File: src/rtl/da_bitserial_acc_if.sv
// Accept/result handshake bundle for the bit-serial DA accumulator.
// Upstream drives words and coefficients; downstream takes the signed dot product.
interface da_bitserial_acc_if #(
  parameter int DSIZE = 10,
  parameter int NTAP  = 5,
  parameter int CSIZE = 8,
  parameter int GSIZE = 3
);
  localparam int OSIZE = CSIZE + DSIZE + 1 + GSIZE;

  logic                       in_valid;
  logic                       in_ready;
  logic [(DSIZE+1)*NTAP-1:0]  idata;
  logic [CSIZE*NTAP-1:0]      coef;
  logic                       out_valid;
  logic                       out_ready;
  logic [OSIZE-1:0]           odata;

  modport master (
    output in_valid, idata, coef, out_ready,
    input  in_ready, out_valid, odata
  );

  modport slave (
    input  in_valid, idata, coef, out_ready,
    output in_ready, out_valid, odata
  );
endinterface

File: src/rtl/da_bitserial_acc.sv
// Bit-serial distributed-arithmetic dot product, MSB first, one bit position per cycle.
// Result appears DSIZE+1 cycles after accept; a held result blocks new accepts until out_ready.
module da_bitserial_acc #(
  parameter int DSIZE = 10,
  parameter int NTAP  = 5,
  parameter int CSIZE = 8,
  parameter int GSIZE = 3
) (
  input logic              clk,
  input logic              rst_n,
  da_bitserial_acc_if.slave bus
);
  localparam int WW    = DSIZE + 1;
  localparam int OSIZE = CSIZE + DSIZE + 1 + GSIZE;
  localparam int CW    = $clog2(WW);

  typedef enum logic [1:0] {IDLE, RUN, DONE} state_t;

  state_t                   state, state_nxt;
  logic                     in_ready;
  logic                     accept;
  logic [WW*NTAP-1:0]       words;
  logic [CSIZE*NTAP-1:0]    coefs;
  logic [CW-1:0]            cnt;
  logic signed [OSIZE-1:0]  acc, acc_nxt, partial, odata;
  logic                     out_valid;

  always_ff @(posedge clk or negedge rst_n) begin
    if (!rst_n) state <= IDLE;
    else        state <= state_nxt;
  end

  always_comb begin
    state_nxt = state;
    in_ready  = 1'b0;
    case (state)
      IDLE: begin
        in_ready = 1'b1;
        if (bus.in_valid) state_nxt = RUN;
      end
      RUN: begin
        if (cnt == '0) state_nxt = DONE;
      end
      DONE: begin
        if (bus.out_ready) begin
          in_ready  = 1'b1;
          state_nxt = bus.in_valid ? RUN : IDLE;
        end
      end
      default: state_nxt = IDLE;
    endcase
  end

  assign accept = bus.in_valid & in_ready;

  // Words are unsigned, so every bit plane adds; no final subtraction for a sign bit.
  always_comb begin
    partial = '0;
    for (int i = 0; i < NTAP; i++) begin
      logic [WW-1:0]           word;
      logic signed [CSIZE-1:0] cf;
      word = words[i*WW +: WW];
      cf   = coefs[i*CSIZE +: CSIZE];
      if (word[cnt]) partial = partial + {{(OSIZE-CSIZE){cf[CSIZE-1]}}, cf};
    end
    acc_nxt = (acc <<< 1) + partial;
  end

  always_ff @(posedge clk or negedge rst_n) begin
    if (!rst_n) begin
      words     <= '0;
      coefs     <= '0;
      acc       <= '0;
      cnt       <= '0;
      odata     <= '0;
      out_valid <= 1'b0;
    end else if (accept) begin
      words     <= bus.idata;
      coefs     <= bus.coef;
      acc       <= '0;
      cnt       <= CW'(DSIZE);
      out_valid <= 1'b0;
    end else if (state == RUN) begin
      acc <= acc_nxt;
      cnt <= cnt - 1'b1;
      if (cnt == '0) begin
        odata     <= acc_nxt;
        out_valid <= 1'b1;
      end
    end else if (state == DONE && bus.out_ready) begin
      out_valid <= 1'b0;
    end
  end

  assign bus.in_ready  = in_ready;
  assign bus.out_valid = out_valid;
  assign bus.odata     = odata;
endmodule

File: src/flat_wrapper.sv
// flat-port wrapper written by rule: the top's interface ports become plain ports
module da_bitserial_acc_flat 
#(
  parameter int DSIZE = 10,
  parameter int NTAP  = 5,
  parameter int CSIZE = 8,
  parameter int GSIZE = 3
)
  (clk, rst_n, bus_in_valid, bus_idata, bus_coef, bus_out_ready, bus_in_ready, bus_out_valid, bus_odata);
  da_bitserial_acc_if #(.DSIZE(DSIZE), .NTAP(NTAP), .CSIZE(CSIZE), .GSIZE(GSIZE)) bus_i ();
  input logic clk;
  input logic rst_n;
  input wire logic [$bits(bus_i.in_valid)-1:0] bus_in_valid;
  input wire logic [$bits(bus_i.idata)-1:0] bus_idata;
  input wire logic [$bits(bus_i.coef)-1:0] bus_coef;
  input wire logic [$bits(bus_i.out_ready)-1:0] bus_out_ready;
  output wire logic [$bits(bus_i.in_ready)-1:0] bus_in_ready;
  output wire logic [$bits(bus_i.out_valid)-1:0] bus_out_valid;
  output wire logic [$bits(bus_i.odata)-1:0] bus_odata;
  assign bus_i.in_valid = bus_in_valid;
  assign bus_i.idata = bus_idata;
  assign bus_i.coef = bus_coef;
  assign bus_i.out_ready = bus_out_ready;
  assign bus_in_ready = bus_i.in_ready;
  assign bus_out_valid = bus_i.out_valid;
  assign bus_odata = bus_i.odata;
  da_bitserial_acc #(.DSIZE(DSIZE), .NTAP(NTAP), .CSIZE(CSIZE), .GSIZE(GSIZE)) u_core (.clk(clk), .rst_n(rst_n), .bus(bus_i));
endmodule
File: config.mk
export PLATFORM = sky130hd
export DESIGN_NAME = da_bitserial_acc_flat
export DESIGN_NICKNAME = d
export VERILOG_FILES = /design/src/rtl/da_bitserial_acc_if.sv /design/src/rtl/da_bitserial_acc.sv /design/src/flat_wrapper.sv
export SDC_FILE = /design/constraint.sdc
export NUM_CORES = 1
export LEC_CHECK = 0
export CORE_MARGIN = 5
export CORE_UTILIZATION = 53
export CTS_CLUSTER_SIZE = 12
export DETAILED_ROUTE_END_ITERATION = 12
export PLACE_DENSITY = 0.88
export SYNTH_ARGS = -nofsm -noshare
export SYNTH_HDL_FRONTEND = slang
export SYNTH_SLANG_ARGS = --single-unit
export TNS_END_PERCENT = 30
File: constraint.sdc
create_clock -name clk -period 10.6 [get_ports clk]
set_input_delay 1.06 -clock clk [delete_from_list [all_inputs] [get_ports clk]]
set_output_delay 1.06 -clock clk [all_outputs]
set_load 0.02 [all_outputs]
==> results.json, run 1 <==
{
  "via_per_inst": 5.90,
  "cts_tree": "done",
  "cts_hold_buf": 0,
  "clk_pin_slew_ns": 0.08,
  "routabilityCongestion": 0.947,
  "num_antenna_cells": 0,
  "grt_pass1_vias": 10292,
  "crit_buf_inv": 1,
  "crit_arrival_ns": 10.56,
  "grt.total_usage": 0.240,
  "grt_pass1_wl_um": 48500,
  "dp_hpwl_um": 21400,
  "antenna_found_initial": 0,
  "wire_per_inst_um": 17.1,
  "htreeDepth": 4,
  "min_period_ns": 10.21,
  "min_period_over_period": 0.963,
  "grt_max_degree": 108,
  "core-area_um2": 21200,
  "synth_most_common_cell": "nand2_1",
  "placedInstanceArea_um2": 12900,
  "design.die.area_um2": 24700,
  "vias": 10417,
  "overflow": 0,
  "die_w_um": 157,
  "syn-num-nets": 1583,
  "initial_utilization": 0.542,
  "slowest_delay_ns": 0.54,
  "end_kind": "flop",
  "ys_ff_latch": 145,
  "drc": 0,
  "crit_required_ns": 10.96,
  "nFillCells": 1659,
  "netlist_area_um2": 11500,
  "io_pins": 123,
  "crit_family": "compound AO/OA/AOI/OAI gates",
  "final_hold_viol_count": 0,
  "synthTopCellsByArea": "dfrtp_1, nand2_1, ha_1",
  "clock-root-buffer": "clkbuf_16",
  "synth_top_area_share": 0.316,
  "drtIter0Drc": 786,
  "worstMarginPinSlew_ns": 1.11,
  "clkLatencyLatePin_ns": 0.44,
  "setup_violations": 0,
  "crit_type": "flop to flop",
  "drv_slew": 0,
  "ys_warn_count": 0,
  "cp-start-kind": "flop",
  "routed_wl_um": 30200,
  "syn_to_final_growth_pct": 19.0,
  "min_path_type": "flop to flop",
  "yosysTopAreaCell": "dfrtp_1",
  "cts_buffers": 17,
  "outcome": "finished, final reports clean",
  "fin_nets": 1679,
  "yosysSeqAreaShare": 0.316,
  "async_flop_share": 1.00,
  "fmax_mhz": 98.0,
  "drt_first_pass_iters": 8,
  "crit_path_top_delay_cell": "mux4_2",
  "drive_gt1_frac": 0.106,
  "synth_cell_types": 75,
  "yosys-top-cells-count": "nand2_1, dfrtp_1, o21ai_0, ha_1, a21oi_1",
  "clock_sink_count": 145,
  "fin_area_um2": 13700,
  "synthFlopType": "dfrtp_1",
  "synth_edf_count": 0,
  "die-height_um": 157,
  "crit_fanout": 8,
  "synth.avg_cell_area_um2": 8.30,
  "rows": 53,
  "io_buffers": 122,
  "max-slew-margin-rel": 0.263,
  "netlist_instances": 1382,
  "ant_nets": 0,
  "drv_cap": 0,
  "clock_path_buffers": 2,
  "finClkSkew_ns": 0.0182
}
logic make-up after synthesis:
| logic type | share of synthesized area |
|---|---|
| flops | 0.316 |
| buf+inv | 0.0358 |
| simple gates | 0.211 |
| xor+xnor | 0.0573 |
| mux | 0.0758 |
| compound gates | 0.188 |
| fa+ha+maj | 0.117 |
path summary, 6_finish.rpt:
check                                 startpoint                   end  slack, ns  cells past startpoint
worst max-delay path               u_core.cnt[1]  u_core.bus.odata[21]       0.39                     47
min in group asynchronous                  rst_n      u_core.coefs[11]       0.63                      1
max in group asynchronous                  rst_n        u_core.acc[18]       8.54                      2
worst min-delay path            u_core.words[50]      u_core.words[50]       0.47                      2
worst min register to register  u_core.words[50]      u_core.words[50]       0.47                      2
worst max register to register     u_core.cnt[1]  u_core.bus.odata[21]       0.39                     47
cells in the final DEF (no fill, tap or decap), drive strengths merged, types with 7 or more instances in the layout:
cell type      Yosys  final
o21a              28     28
nand2b            15     15
and3              13     13
nor2b             14     14
o21bai             7      7
o21ai            113    113
clkbuf            49     17
o31ai              9      9
nand3             35     35
mux2i             16     16
a211oi            15     15
xor2              30     30
xnor2             45     45
mux2              43     43
a31oi             13     13
nand2            361    361
buf               12     17
dfrtp            145    145
clkdlybuf4s50      0    121
mux4              10     10
inv               39     47
a21o              34     34
fa                 7      7
ha                95     95
and2              10     10
a21oi             72     72
nor2              64     64
nor3               9      9
layer usage:
metal | global-route usage | vias up | share of wire
li1 | - | 5010 | -
met1 | 0.317 | 4897 | 0.43
met2 | 0.406 | 436 | 0.48
met3 | 0.0349 | 74 | 0.061
met4 | 0.0868 | 0 | 0.029
met5 | 0 | - | 0
cell type report:
class                      instances  area, µm²  area share
timing repair buffer             138       1340      0.0983
clock inverter                    15        180      0.0132
multi-input combinational       1137       7590       0.556
sequential                       145       3630       0.266
inverter                          39        146      0.0107
tap                              275        344      0.0252
clock buffer                      17        425      0.0312
per-stage QoR:
stage	TNS [ns]	hold slack (ns)	utilization	instances	worst slack (ns)
floorplan	0	0.437	-	1382	0.718
global placement	0	0.453	0.609	1729	0.293
detailed placement	0	0.457	0.609	1729	0.0255
CTS	0	0.474	0.638	1761	0.000626
global route	-0.128	0.491	0.646	1766	-0.127
finish	0	0.471	0.646	1766	0.393
worst register-to-register path: cells and delay by family (launching register included):
family	cells	cell delay (ns)
AOI/OAI and AO/OA	19	3.03
adders and majority gates	7	2.44
and+or+nand+nor	13	2.38
muxes	4	1.25
xor gates and xnor gates	3	0.49
DFF	1	0.48
buffers and inverters	1	0.07
sequential cells by signal, summed over array words and instances, names as in the netlist:
name	count
u_core.state	2
u_core.words	55
u_core.coefs	40
u_core.bus.odata	22
u_core.acc	21
u_core.cnt	4
u_core.bus.out_valid	1
timing repair:
| action | in CTS | in global routing |
|---|---|---|
| pin swaps | 0 | 4 |
| resized for setup | 2 | 43 |
| gates cloned | 0 | 0 |
| endpoints found under the setup margin | 1 | 8 |
| setup buffers | 0 | 5 |
| endpoints found under the hold margin | 0 | 0 |
Power of run 1 is not shown: default switching activity piles up to over one toggle a cycle in this logic, so the estimate is an artifact.
==> run 2: changes to the inputs <==
--- a/config.mk
+++ b/config.mk
@@ -6,7 +6,7 @@
 export NUM_CORES = 1
 export LEC_CHECK = 0
 export CORE_MARGIN = 5
-export CORE_UTILIZATION = 53
+export CORE_UTILIZATION = 55
 export CTS_CLUSTER_SIZE = 12
 export DETAILED_ROUTE_END_ITERATION = 12
 export PLACE_DENSITY = 0.88
==> constraint.sdc (replaced) <==
create_clock -name clk -period 12.15 [get_ports clk]
set_input_delay 1.215 -clock clk [delete_from_list [all_inputs] [get_ports clk]]
set_output_delay 1.215 -clock clk [all_outputs]
set_load 0.02 [all_outputs]
==> run 2 against run 1 <==
Compared with the run above: critical path type unchanged; critical path depth is 1 lower; first-iteration DRC count grew 2.3%; fmax shrank 11%; clock skew decreased by 0.0081 ns; wire length increased by 0.28%.
==> results.json, run 2 (synthesized netlist as in run 1, its figures left out) <==
{
  "grt_pass1_wl_um": 49600,
  "reg.largest.list": "u_core.words x55, u_core.coefs x40, u_core.bus.odata x22",
  "finalSetupTns_ns": 0,
  "io_pins": 123,
  "antenna_found_initial": 0,
  "die-height_um": 154,
  "slowest_delay_ns": 0.51,
  "syn_to_final_growth_pct": 17.5,
  "htreeDepth": 4,
  "cts-resized-gates": 0,
  "crit_fanout": 23,
  "wire_per_inst_um": 17.3,
  "crit_path_top_delay_cell": "mux4_2",
  "clock_path_buffers": 2,
  "cp-start-kind": "flop",
  "clk_pin_slew_ns": 0.07,
  "worstMarginPinSlew_ns": 1.14,
  "drv_slew": 0,
  "min_path_type": "flop to flop",
  "clock_sink_count": 145,
  "vias": 10492,
  "end_kind": "flop",
  "fmax_mhz": 87.2,
  "design.die.area_um2": 23800,
  "worst_path_most_repeated_cell": "o21ai_0",
  "drt_first_pass_iters": 5,
  "min_period_over_period": 0.943,
  "dp_hpwl_um": 21300,
  "num_antenna_cells": 0,
  "finClkSkew_ns": 0.0101,
  "die_w_um": 154,
  "fin_nets": 1672,
  "cts_hold_buf": 0,
  "grt.total_usage": 0.250,
  "initial_utilization": 0.563,
  "grt_max_degree": 108,
  "clock-root-buffer": "clkbuf_16",
  "largest-register": "u_core.words",
  "rows": 52,
  "via_per_inst": 5.98,
  "clkLatencyLatePin_ns": 0.44,
  "ant_nets": 0,
  "cts_buffers": 17,
  "drc": 0,
  "largest_reg_flops": 55,
  "final_cell_mix": "nand2_1, dfrtp_1, clkdlybuf4s50_1",
  "min_period_ns": 11.46,
  "core-area_um2": 20400,
  "drive_gt1_frac": 0.0836,
  "crit_type": "flop to flop",
  "setup_violations": 0,
  "routabilityCongestion": 0.910,
  "cts_tree": "done",
  "overflow": 0,
  "io_buffers": 122,
  "rsz0062_at_grt": "no",
  "max-slew-margin-rel": 0.239,
  "drtIter0Drc": 804,
  "crit_required_ns": 12.49,
  "layout_commonest_cell": "nand2_1",
  "routed_wl_um": 30300,
  "post_cts.repair.setup_buffers": 0,
  "drv_cap": 0,
  "final_hold_viol_count": 0,
  "crit_arrival_ns": 11.81,
  "grt_pass1_vias": 10363,
  "outcome": "finished, final reports clean"
}
-- run 2: cell types whose count changed in the layout (fill, tap and decap cells not counted), moves of 4 or more --
cell and delta:
a21oi_1 +5, o21ai_2 -4, a211oi_1 +4, a21oi_2 -5, a211oi_2 -4, buf_4 -7
o21ai_0 +11, o21ai_1 -6, a21boi_0 +4
-- run 2: worst paths after layout --
kind	start	endpoint	slack, ns	depth (start not counted)
min in group asynchronous	rst_n	u_core.coefs[4]	0.79	1
hold reg to reg	u_core.words[35]	u_core.words[35]	0.48	2
hold / removal	u_core.words[35]	u_core.words[35]	0.48	2
setup / recovery	u_core.cnt[1]	u_core.bus.odata[21]	0.69	46
max in group asynchronous	rst_n	u_core.acc[17]	9.97	2
setup reg to reg	u_core.cnt[1]	u_core.bus.odata[21]	0.69	46
-- run 2: layout make-up --
class | instances | area, µm²
Clock buffer | 19 | 453
Sequential cell | 145 | 3630
Clock inverter | 13 | 156
Inverter | 39 | 146
Fill cell | 1558 | 6890
Multi-Input combinational cell | 1137 | 7460
Tap cell | 270 | 338
Timing Repair Buffer | 131 | 1290
-- run 2: through the flow --
step	instance area [µm²]	setup WS, ns	instances	util	hold WS (ns)
2_1_floorplan	11500	2.27	1382	-	0.437
3_3_place_gp	12900	1.74	1722	0.632	0.453
3_5_place_dp	12900	1.23	1722	0.632	0.461
4_1_cts	13500	0.948	1754	0.662	0.481
5_1_grt	13500	0.0166	1754	0.662	0.497
6_report	13500	0.688	1754	0.662	0.477
-- run 2: metal layers --
| metal | GRT usage | part of all wire | vias to the layer above |
|---|---|---|---|
| met2 | 0.426 | 0.49 | 465 |
| li1 | - | - | 5009 |
| met1 | 0.335 | 0.42 | 4967 |
| met5 | 0 | 0 | - |
| met3 | 0.0369 | 0.072 | 51 |
| met4 | 0.0677 | 0.017 | 0 |
-- run 2: worst max-delay path: cells and delay by family, from the launching register on --
kind,cells,cell delay (ns)
fa+ha+maj,5,1.52
simple gates,14,2.84
flops,1,0.37
compound gates,18,4.55
mux,4,1.18
buf+inv,2,0.48
xor+xnor,3,0.43
Power of run 2 is left out for the same reason.
==> run 3: changes to the inputs <==
--- a/config.mk
+++ b/config.mk
@@ -10,6 +10,7 @@
 export CTS_CLUSTER_SIZE = 12
 export DETAILED_ROUTE_END_ITERATION = 12
 export PLACE_DENSITY = 0.88
+export SKIP_CTS_REPAIR_TIMING = 1
 export SYNTH_ARGS = -nofsm -noshare
 export SYNTH_HDL_FRONTEND = slang
 export SYNTH_SLANG_ARGS = --single-unit
==> results of run 3 <==
No change in the layout: final DEF, timing and power equal those of run 2.
Power of run 3 is left out for the same reason.
